===== src/rtl/fhn_array.sv =====
// fhn_array: time-multiplexed array of N_NEURON FitzHugh-Nagumo neurons in
// signed Q(W-FRAC).FRAC fixed point, with one multiplier shared by all neurons.
// Each update tick walks the neurons through SQ/CUBE/UPD, stores the results
// in shadow registers, then commits every neuron in the same cycle.
//
// Ports:
//   CLOCK_50     clock
//   RESET        synchronous, active-high reset
//   i_ext        per-neuron signed stimulus current, neuron k at [k*W +: W]
//   ext_spike    per-neuron external synaptic spike
//   syn_w        signed global ring-coupling weight
//   v_out        committed membrane potentials, neuron k at [k*W +: W]
//   spike_out    spike flags, held from one commit to the next
//   spike_count  saturating spike counters, neuron k at [k*CNT_W +: CNT_W]
//   tick_done    one-cycle pulse in the COMMIT cycle
//   busy         high while the sequencer is not idle
//   overrun      sticky; a tick arrived while busy and was dropped
//
// Build option: define FHN_NOISE_EN to add LFSR noise to each neuron's input
// current. Without it the input current is purely i_ext plus coupling.

// Per-neuron committed state: v/w registers, hysteretic spike detector and
// saturating spike counter. Loaded only in the COMMIT cycle.
module fhn_lane #(
  parameter int W        = 18,
  parameter int CNT_W    = 18,
  parameter int V_INIT   = -57016,
  parameter int W_INIT   = -13893,
  parameter int SPIKE_TH = 32768
) (
  input  logic             CLOCK_50,
  input  logic             RESET,
  input  logic             commit,
  input  logic [W-1:0]     v_new,
  input  logic [W-1:0]     w_new,
  output logic [W-1:0]     v,
  output logic [W-1:0]     w,
  output logic             spike,
  output logic [CNT_W-1:0] count
);
  localparam logic signed [W-1:0] TH = W'(SPIKE_TH);

  logic arm;

  always_ff @(posedge CLOCK_50) begin
    if (RESET) begin
      v     <= W'(V_INIT);
      w     <= W'(W_INIT);
      spike <= 1'b0;
      count <= '0;
      arm   <= 1'b1;
    end else if (commit) begin
      v <= v_new;
      w <= w_new;
      // One count per excursion: disarm on the crossing, re-arm only once v
      // has come back below zero.
      if (arm && ($signed(v_new) >= TH)) begin
        spike <= 1'b1;
        arm   <= 1'b0;
        if (count != '1) count <= count + CNT_W'(1);
      end else begin
        spike <= 1'b0;
        if (v_new[W-1]) arm <= 1'b1;
      end
    end
  end
endmodule

module fhn_array #(
  parameter int N_NEURON = 2,
  parameter int W        = 18,
  parameter int FRAC     = 16,
  parameter int DIV_BITS = 6,
  parameter int DT_SHIFT = 4,
  parameter int W_SHIFT  = 9,
  parameter int V_INIT   = -57016,
  parameter int W_INIT   = -13893,
  parameter int SPIKE_TH = 32768,
  parameter int CNT_W    = 18
) (
  input  logic                      CLOCK_50,
  input  logic                      RESET,
  input  logic [N_NEURON*W-1:0]     i_ext,
  input  logic [N_NEURON-1:0]       ext_spike,
  input  logic [W-1:0]              syn_w,
  output logic [N_NEURON*W-1:0]     v_out,
  output logic [N_NEURON-1:0]       spike_out,
  output logic [N_NEURON*CNT_W-1:0] spike_count,
  output logic                      tick_done,
  output logic                      busy,
  output logic                      overrun
);
  localparam int KW = (N_NEURON > 1) ? $clog2(N_NEURON) : 1;
  localparam int XW = W + 4;
  localparam logic [KW-1:0] K_LAST = KW'(N_NEURON - 1);
  localparam logic signed [W-1:0] SMAX = {1'b0, {(W-1){1'b1}}};
  localparam logic signed [W-1:0] SMIN = {1'b1, {(W-1){1'b0}}};

  typedef enum logic [2:0] {S_IDLE, S_SQ, S_CUBE, S_UPD, S_COMMIT} state_t;

  // Inputs frozen for the whole tick so every neuron sees the same network.
  typedef struct packed {
    logic [N_NEURON-1:0][W-1:0] ie;
    logic [N_NEURON-1:0]        es;
    logic [N_NEURON-1:0]        sp;
    logic [W-1:0]               sw;
  } snap_t;

  state_t state, state_nx;
  snap_t  snap;
  logic [DIV_BITS-1:0] pre;
  logic [KW-1:0]       k;
  logic                tick;

  logic [N_NEURON-1:0][W-1:0]     v_q, w_q, v_sh, w_sh;
  logic [N_NEURON-1:0][CNT_W-1:0] cnt_q;
  logic [N_NEURON-1:0]            spk_q;

  logic signed [W-1:0]   v_k, w_k, i_k, v2, v3, mul_a, mul_b;
  logic signed [2*W-1:0] prod, prod_s;
  logic signed [XW-1:0]  v_x, w_x, v3_x, i_x, dv, dw, v_sum, w_sum;
  logic signed [W-1:0]   v_upd, w_upd;
  logic [KW-1:0]         k_prv;

  function automatic logic signed [W-1:0] sat_p(input logic signed [2*W-1:0] x);
    logic [W:0] hi;
    hi = x[2*W-1:W-1];
    if (&hi || ~|hi) return x[W-1:0];
    return x[2*W-1] ? SMIN : SMAX;
  endfunction

  function automatic logic signed [W-1:0] sat_x(input logic signed [XW-1:0] x);
    logic [XW-W:0] hi;
    hi = x[XW-1:W-1];
    if (&hi || ~|hi) return x[W-1:0];
    return x[XW-1] ? SMIN : SMAX;
  endfunction

  assign tick = (pre == '0);

  // ---- state register ----
  always_ff @(posedge CLOCK_50) begin
    if (RESET) state <= S_IDLE;
    else       state <= state_nx;
  end

  // ---- next state ----
  always_comb begin
    state_nx = state;
    case (state)
      S_IDLE:   if (tick) state_nx = S_SQ;
      S_SQ:     state_nx = S_CUBE;
      S_CUBE:   state_nx = S_UPD;
      S_UPD:    state_nx = (k == K_LAST) ? S_COMMIT : S_SQ;
      S_COMMIT: state_nx = S_IDLE;
      default:  state_nx = S_IDLE;
    endcase
  end

  // ---- outputs ----
  always_comb begin
    busy      = 1'b0;
    tick_done = 1'b0;
    if (state != S_IDLE)   busy      = 1'b1;
    if (state == S_COMMIT) tick_done = 1'b1;
  end

  // ---- shared multiplier: v*(v/2) in SQ, v2*(v/2) in CUBE ----
  assign v_k   = v_q[k];
  assign w_k   = w_q[k];
  assign i_k   = snap.ie[k];
  assign mul_a = (state == S_CUBE) ? v2 : v_k;
  assign mul_b = v_k >>> 1;
  assign prod  = mul_a * mul_b;
  assign prod_s = prod >>> FRAC;

  // Ring predecessor of neuron k.
  assign k_prv = (k == '0) ? K_LAST : k - KW'(1);

`ifdef FHN_NOISE_EN
  logic [15:0] lfsr;
  logic signed [XW-1:0] noise_x;
  assign noise_x = $signed(lfsr[FRAC-9:0]);

  always_ff @(posedge CLOCK_50) begin
    if (RESET)               lfsr <= 16'hACE1;
    else if (state == S_UPD) lfsr <= {lfsr[14:0], lfsr[15] ^ lfsr[13] ^ lfsr[12] ^ lfsr[10]};
  end
`endif

  // ---- Euler update for neuron k, widened to XW so no term can overflow ----
  always_comb begin
    v_x  = v_k;
    w_x  = w_k;
    v3_x = v3;
    i_x  = i_k;
    if (snap.sp[k_prv] || snap.es[k]) i_x = i_x + XW'($signed(snap.sw));
`ifdef FHN_NOISE_EN
    i_x = i_x + noise_x;
`endif
    dv    = ((v_x >>> 2) - v3_x - (w_x >>> 2) + (i_x >>> 2)) >>> DT_SHIFT;
    dw    = ((v_x >>> 1) - (w_x >>> 1)) >>> W_SHIFT;
    v_sum = v_x + dv;
    w_sum = w_x + dw;
    v_upd = sat_x(v_sum);
    w_upd = sat_x(w_sum);
  end

  // ---- datapath registers ----
  always_ff @(posedge CLOCK_50) begin
    if (RESET) begin
      pre     <= '0;
      k       <= '0;
      v2      <= '0;
      v3      <= '0;
      snap    <= '0;
      v_sh    <= '0;
      w_sh    <= '0;
      overrun <= 1'b0;
    end else begin
      pre <= pre + DIV_BITS'(1);
      if (tick && (state != S_IDLE)) overrun <= 1'b1;
      case (state)
        S_IDLE: if (tick) begin
          k    <= '0;
          snap <= '{ie: i_ext, es: ext_spike, sp: spk_q, sw: syn_w};
        end
        S_SQ:   v2 <= sat_p(prod_s);
        S_CUBE: v3 <= sat_p(prod_s);
        S_UPD: begin
          v_sh[k] <= v_upd;
          w_sh[k] <= w_upd;
          if (k != K_LAST) k <= k + KW'(1);
        end
        default: ;
      endcase
    end
  end

  // ---- per-neuron committed state ----
  for (genvar g = 0; g < N_NEURON; g++) begin : g_lane
    fhn_lane #(
      .W(W), .CNT_W(CNT_W), .V_INIT(V_INIT), .W_INIT(W_INIT), .SPIKE_TH(SPIKE_TH)
    ) u_lane (
      .CLOCK_50 (CLOCK_50),
      .RESET    (RESET),
      .commit   (state == S_COMMIT),
      .v_new    (v_sh[g]),
      .w_new    (w_sh[g]),
      .v        (v_q[g]),
      .w        (w_q[g]),
      .spike    (spk_q[g]),
      .count    (cnt_q[g])
    );
  end

  assign v_out       = v_q;
  assign spike_out   = spk_q;
  assign spike_count = cnt_q;
endmodule


===== config.mk =====
export PLATFORM = sky130hd
export DESIGN_NAME = fhn_array
export DESIGN_NICKNAME = d
export VERILOG_FILES = /design/src/rtl/fhn_array.sv
export SDC_FILE = /design/constraint.sdc
export NUM_CORES = 2
export LEC_CHECK = 0
export BUFFER_PORTS_ARGS = -buffer_cell sky130_fd_sc_hd__buf_2
export CAP_MARGIN = 20
export CORE_MARGIN = 5
export CORE_UTILIZATION = 55
export CTS_CLUSTER_SIZE = 20
export DETAILED_ROUTE_END_ITERATION = 10
export HOLD_SLACK_MARGIN = 0.02
export PLACE_DENSITY = 0.71
export SLEW_MARGIN = 5
export SYNTH_ARGS = -nofsm -noshare
export SYNTH_HDL_FRONTEND = slang
export SYNTH_SLANG_ARGS = --single-unit

===== constraint.sdc =====
create_clock -name CLOCK_50 -period 11.6 [get_ports CLOCK_50]
set_input_delay 2.9 -clock CLOCK_50 [delete_from_list [all_inputs] [get_ports CLOCK_50]]
set_output_delay 2.9 -clock CLOCK_50 [all_outputs]
set_load 0.005 [all_outputs]

# After elaboration in Yosys (flattened, before gate mapping)
# Index checks and enable logic that the tools add are counted.
# classes
n_reduce_logical,29
multipliers,1
n_addsub,12
order_cmp,5
n_eq_ne,7
muxes,48
# op_table
cell,n
two-way mux 18 bit,18
bitwise mux 36 bit,2
"adder 18 x 1 -> 18 bit, second input constant",2
">= comparator 18 x 17 -> 1 bit, second input constant",2
"!= test 18 bit, second input constant",2
multiplier 18 x 17 -> 35 bit,1
two-way mux 1 bit,22
two-way mux 22 bit,1
adder 20 x 20 -> 21 bit,1
subtractor 19 x 16 -> 20 bit,1
adder 18 x 17 -> 19 bit,1
adder 18 x 18 -> 19 bit,1
adder 18 x 9 -> 19 bit,1
subtractor 16 x 18 -> 19 bit,1
demux 18 bit (select 1 bit),1
subtractor 17 x 17 -> 18 bit,1
case mux 3 bit (4 select lines),1
AND reduction 5 bit,2
OR reduction 5 bit,2
AND reduction 3 bit,3
AND reduction 2 bit,4
"adder 6 x 1 -> 6 bit, second input constant",1
"equality test 3 x 2 -> 1 bit, second input constant",2
zero test 6 bit,1
other kinds (16),28
# totals
word_cells,127
in_bits,58
output_inout_bits,77
regBits,289

# Longest topological paths before layout
# logic_depth
word_depth,14
mapped_depth,34
mapped_depth_nobuf,29

# Hierarchy
# From an unflattened synthesis, not the netlist that was laid out.
# unflattened
hier_cells,3137
area_unflattened_um2,27312.4
# modules_own_cells
module,area_each_um2,n_inst,seq_area_each_um2,cells_per_inst
fhn_array,22572.9,1,3543.4,2644
fhn_lane at g_lane[1].u_lane,2396.0,1,1121.1,250
fhn_lane at g_lane[0].u_lane,2343.5,1,1121.1,243

# Least setup slack after synthesis
# Ideal clock, no wire load.
# synth_timing
path_type,flip-flop to flip-flop
startpoint,register state[1]
endpoint,register v2[5]
setup_ps,134
path_stages_with_launch,27
slack_ps,3631
t_arrival_ps,7835
required_time_ps,11466
period_less_slack_ps,7969
n_path_buf,4
path_cell_list,dfxtp_1 > buf_4 > or3b_4 > clkbuf_1 > buf_1 > a21oi_1 > nand2_1 > inv_1 > fa_1 > fa_1 > fa_1 > fa_1 > fa_1 > inv_1 > fa_1 > inv_1 > ha_1 > a21o_1 > a31o_2 > a21o_1 > a21o_1 > a31oi_1 > a21boi_4 > or4_1 > buf_4 > nand3_1 > a21oi_1
# synth_between
elab_chain_cells,10
word_cells_on_any_way,14
classes_between,mul: 1; eq/ne: 2; mux: 7; reduce/logical: 4
# synth_lines
element,line,rtl
"start, declared",109,"state_t state, state_nx;"
"start signal, assigned",144,else state <= state_nx;
equality test 3 x 2 -> 1 bit,172,assign mul_a = (state == S_CUBE) ? v2 : v_k;
two-way mux 18 bit,172,
multiplier 18 x 17 -> 35 bit,174,assign prod = mul_a * mul_b;
OR reduction 3 bit,128,if (&hi || ~|hi) return x[W-1:0];
zero test 1 bit,128,
logical OR 1 bit,128,
two-way mux 1 bit,128,
two-way mux 1 bit,223,case (state)
two-way mux 1 bit,211,if (RESET) begin
two-way mux 18 bit,129,return x[2*W-1] ? SMIN : SMAX;
"end signal, assigned",228,S_SQ: v2 <= sat_p(prod_s);
"end, declared",119,"logic signed [W-1:0] v_k, w_k, i_k, v2, v3, mul_a, mul_b;"
# Several ways; a longest one is shown, not always the timed one. The select of a mux whose other input is x is not followed.
# A chain may end at the register's enable or synchronous reset.

# Final worst setup path
# layout_timing
startpoint,register k
endpoint,register v3[1]
# layout_between
elab_chain_cells,11
word_cells_on_any_way,14
classes_between,mul: 1; mux: 9; reduce/logical: 4
# layout_lines
element,line,rtl
"start, declared",112,logic [KW-1:0] k;
"start signal, assigned",233,if (k != K_LAST) k <= k + KW'(1);
two-way mux 18 bit (implied by the code) (*) (2 in a row),169,assign v_k = v_q[k];
two-way mux 18 bit,172,
multiplier 18 x 17 -> 35 bit (*),174,
OR reduction 3 bit,128,
zero test 1 bit,128,
logical OR 1 bit,128,
two-way mux 1 bit,128,
two-way mux 1 bit,223,
two-way mux 1 bit,211,
two-way mux 18 bit (*),129,
"end signal, assigned",229,S_CUBE: v3 <= sat_p(prod_s);
"end, declared",119,
# Every way passes the cells marked *; elsewhere a longest branch is shown, timed or not. The select of a mux whose other input is x is not followed.

==> flow_metrics.tcl <==
set metrics [dict create \
    synthFlopType "dfxtp_1" \
    cts_tree "built" \
    htreeDepth 1 \
    wl_per_cell_um 20.0 \
    synth_seq_area_share_pct 21.8 \
    finalWorstSetupSlack_ps 1510 \
    place_ws_ps 1680 \
    syn_area_um2 26600 \
    final_cells 3796 \
    clock.fmax_ghz 0.0991 \
    synth.largest_area_cell "fa_1" \
    arrival_ps 10550 \
    syn-num-nets 3682 \
    postCtsHoldBufs 0 \
    async_reset_ff_share_pct 0 \
    vias 22100 \
    grt_setup_unrepaired "false" \
    antenna_found_initial 1 \
    layout_min_cycle_time_ps 10090 \
    maxCapViolCount 0 \
    finalSetupTns_ps 0 \
    synthDominantCellAreaShare_pct 26.2 \
    final-setup-viol-count 0 \
    drt_iter0_drc 2039 \
    hold_class "flop to flop" \
    clockRootBuffer "clkbuf_16" \
    dieHeight_um 230 \
    max_stage_delay_ps 900 \
    crit_required_ps 12060 \
    synth_edf_count 0 \
    dp_cells 3743 \
    antennaDiodeCount 0 \
    place_area_um2 27800 \
    path_common_cell "fa_1" \
    synth_area_per_cell_um2 8.58 \
    drv_slew 0 \
    postRouteAntennaNets 0 \
    port_buffers 134 \
    gp_congestion 0.959 \
    grt-ovfl-total 0 \
    finalHoldViolations 0 \
    cp_top_family "adder cells" \
    ys_warn_count 0 \
    multi_input_area_um2 18800 \
    stdcell_area_um2 28800 \
    finalCritPeriodShare_pct 87.0 \
    seqCellArea_um2 5790 \
    layout-drive-gt1-share_pct 9.27 \
    yosys_register_bits 289 \
    status "finished clean" \
    core_area_um2 47700 \
    cp_max_fo 18 \
    initial_core_util_pct 55.7 \
    worstMarginPinSlew_ps 1190 \
    grt_pass1_wl_mm 123 \
    hpwl_mm 59.2 \
    clock_skew_ps 9.99 \
    num_rows 80 \
    cp_cell_sequence "mux2_2, clkinv_1, a21oi_1, nand2_1, inv_1, fa_1, fa_1, fa_1, fa_1, fa_1, inv_1, fa_1, inv_1, ha_1, a21o_1, a31o_2, a21o_1, a21o_1, a31oi_1, a21boi_4, o211ai_1, nand2_1, o31ai_1" \
    wirelength_mm 75.9 \
    track_usage_pct 28.7 \
    grt_pass1_vias 22600 \
    slew_headroom_pct 18.5 \
    area_delta_synth_final_pct 8.16 \
    synth_area_leaders "fa_1, dfxtp_1, ha_1, nand2_1, inv_1" \
    worstSetupStartpointType "flop" \
    synthCells 3099 \
    clk_pin_slew_worst_paths_ps 60 \
    fillCellCount 4083 \
    drtPass1Iterations 8 \
    fin_nets 3743 \
    vias_per_cell 5.83 \
    critPathBufInv 4 \
    num_io_pins 135 \
    clk_latency_ps 570 \
    post_cts.repair.setup_buffers 0 \
    cts_buffer_depth 3 \
    yosysUniqueCellTypes 83 \
    drc 0 \
    numCtsBuffers 29 \
    worstSetupPathType "flop to flop" \
    cts_resized 0 \
    dieWidth_um 230 \
    end_kind "flop" \
    grt_max_degree 88 \
    slowest_stage "a21oi_1" \
    die_area_um2 52900 \
    numClockSinks 289 \
]
-- tightest hold or removal path, delay by kind of cell, from the launching register on --
family | cells | cell delay, ps
AO/OA/AOI/OAI | 1 | 50
flip-flops | 1 | 310
AND/OR/NAND/NOR | 1 | 50
-- stage by stage --
step                hold slack (ps)  utilization, %
floorplan                       425               -
global placement                436            58.1
detailed placement              443            58.2
CTS                             454            60.2
global route                    471            60.2
finish                          455            60.2
-- synth_stat cells (5+ instances only) --
master / n
nand2_1: 484
inv_1: 409
fa_1: 348
nor2_1: 300
dfxtp_1: 289
a21oi_1: 196
ha_1: 177
clkbuf_1: 111
o21ai_0: 105
nand3_1: 91
xnor2_1: 67
xor2_1: 50
a21o_1: 39
mux2_2: 37
mux2i_1: 34
a211oi_1: 28
nor3_1: 25
a22o_1: 22
o211ai_1: 19
a31oi_1: 16
and3_1: 16
o21a_1: 16
nand4_1: 13
or3_1: 13
nand2b_1: 12
nor2b_1: 12
o21bai_1: 12
buf_1: 11
o31ai_1: 10
and2_1: 9
o21ai_1: 8
a31o_2: 7
nor4_1: 6
or2_2: 6
a311oi_1: 5
buf_4: 5
-- logic make-up after synthesis --
group	Yosys count	synth area share, %
AND/OR/NAND/NOR	1005	15.9
buffers and inverters	545	7.78
AO/OA/AOI/OAI	541	13.0
adder cells (fa/ha/maj)	529	34.7
flip-flops	289	21.8
XOR/XNOR	118	3.94
multiplexers	72	2.93
-- layer usage --
layer	track usage (%)	routed length (µm)
met5	0	0
met4	11.5	3950
met3	5.55	6470
met2	44.9	33300
met1	39.7	32200
-- final cells by class --
type	instances	share of cell area, %
clock buffer	39	2.94
tap	615	2.68
multi-input combinational	2265	65.3
inverter	414	5.40
sequential	289	20.1
timing repair buffer	161	3.14
clock inverter	13	0.439
-- state kept, by name (all words and copies together), names as in the netlist, 6 cells and up --
signal and flops:
v_sh 36, pre 6, v3 18, g_lane.u_lane.w 36
g_lane.u_lane.v 36, w_sh 36, v2 18, g_lane.u_lane.count 36
snap 58
-- placed cells by master, fill, tap and decap left out, drive strengths merged, types with 19 or more instances in the layout --
cell,instances
ha,177
mux2,37
nor3,25
o21ai,115
mux2i,35
xor2,50
clkbuf,39
inv,414
nand2,484
xnor2,67
a22o,22
nand3,95
nor2,300
a21oi,196
o211ai,19
a211oi,28
fa,348
dfxtp,289
a21o,39
buf,161
-- path summary, 6_finish.rpt --
path	to	cells past startpoint	from	slack (ps)
worst max-delay path	v3[1]	23	k	1510
worst min-delay path	g_lane[1].u_lane.w[12]	2	g_lane[1].u_lane.w[12]	450
worst max register to register	v3[1]	23	k	1510
worst min register to register	g_lane[1].u_lane.w[12]	2	g_lane[1].u_lane.w[12]	450
Power is left out: the tool's default activity adds up to more than one toggle a clock period on the data nets, which glitch-free logic cannot reach.
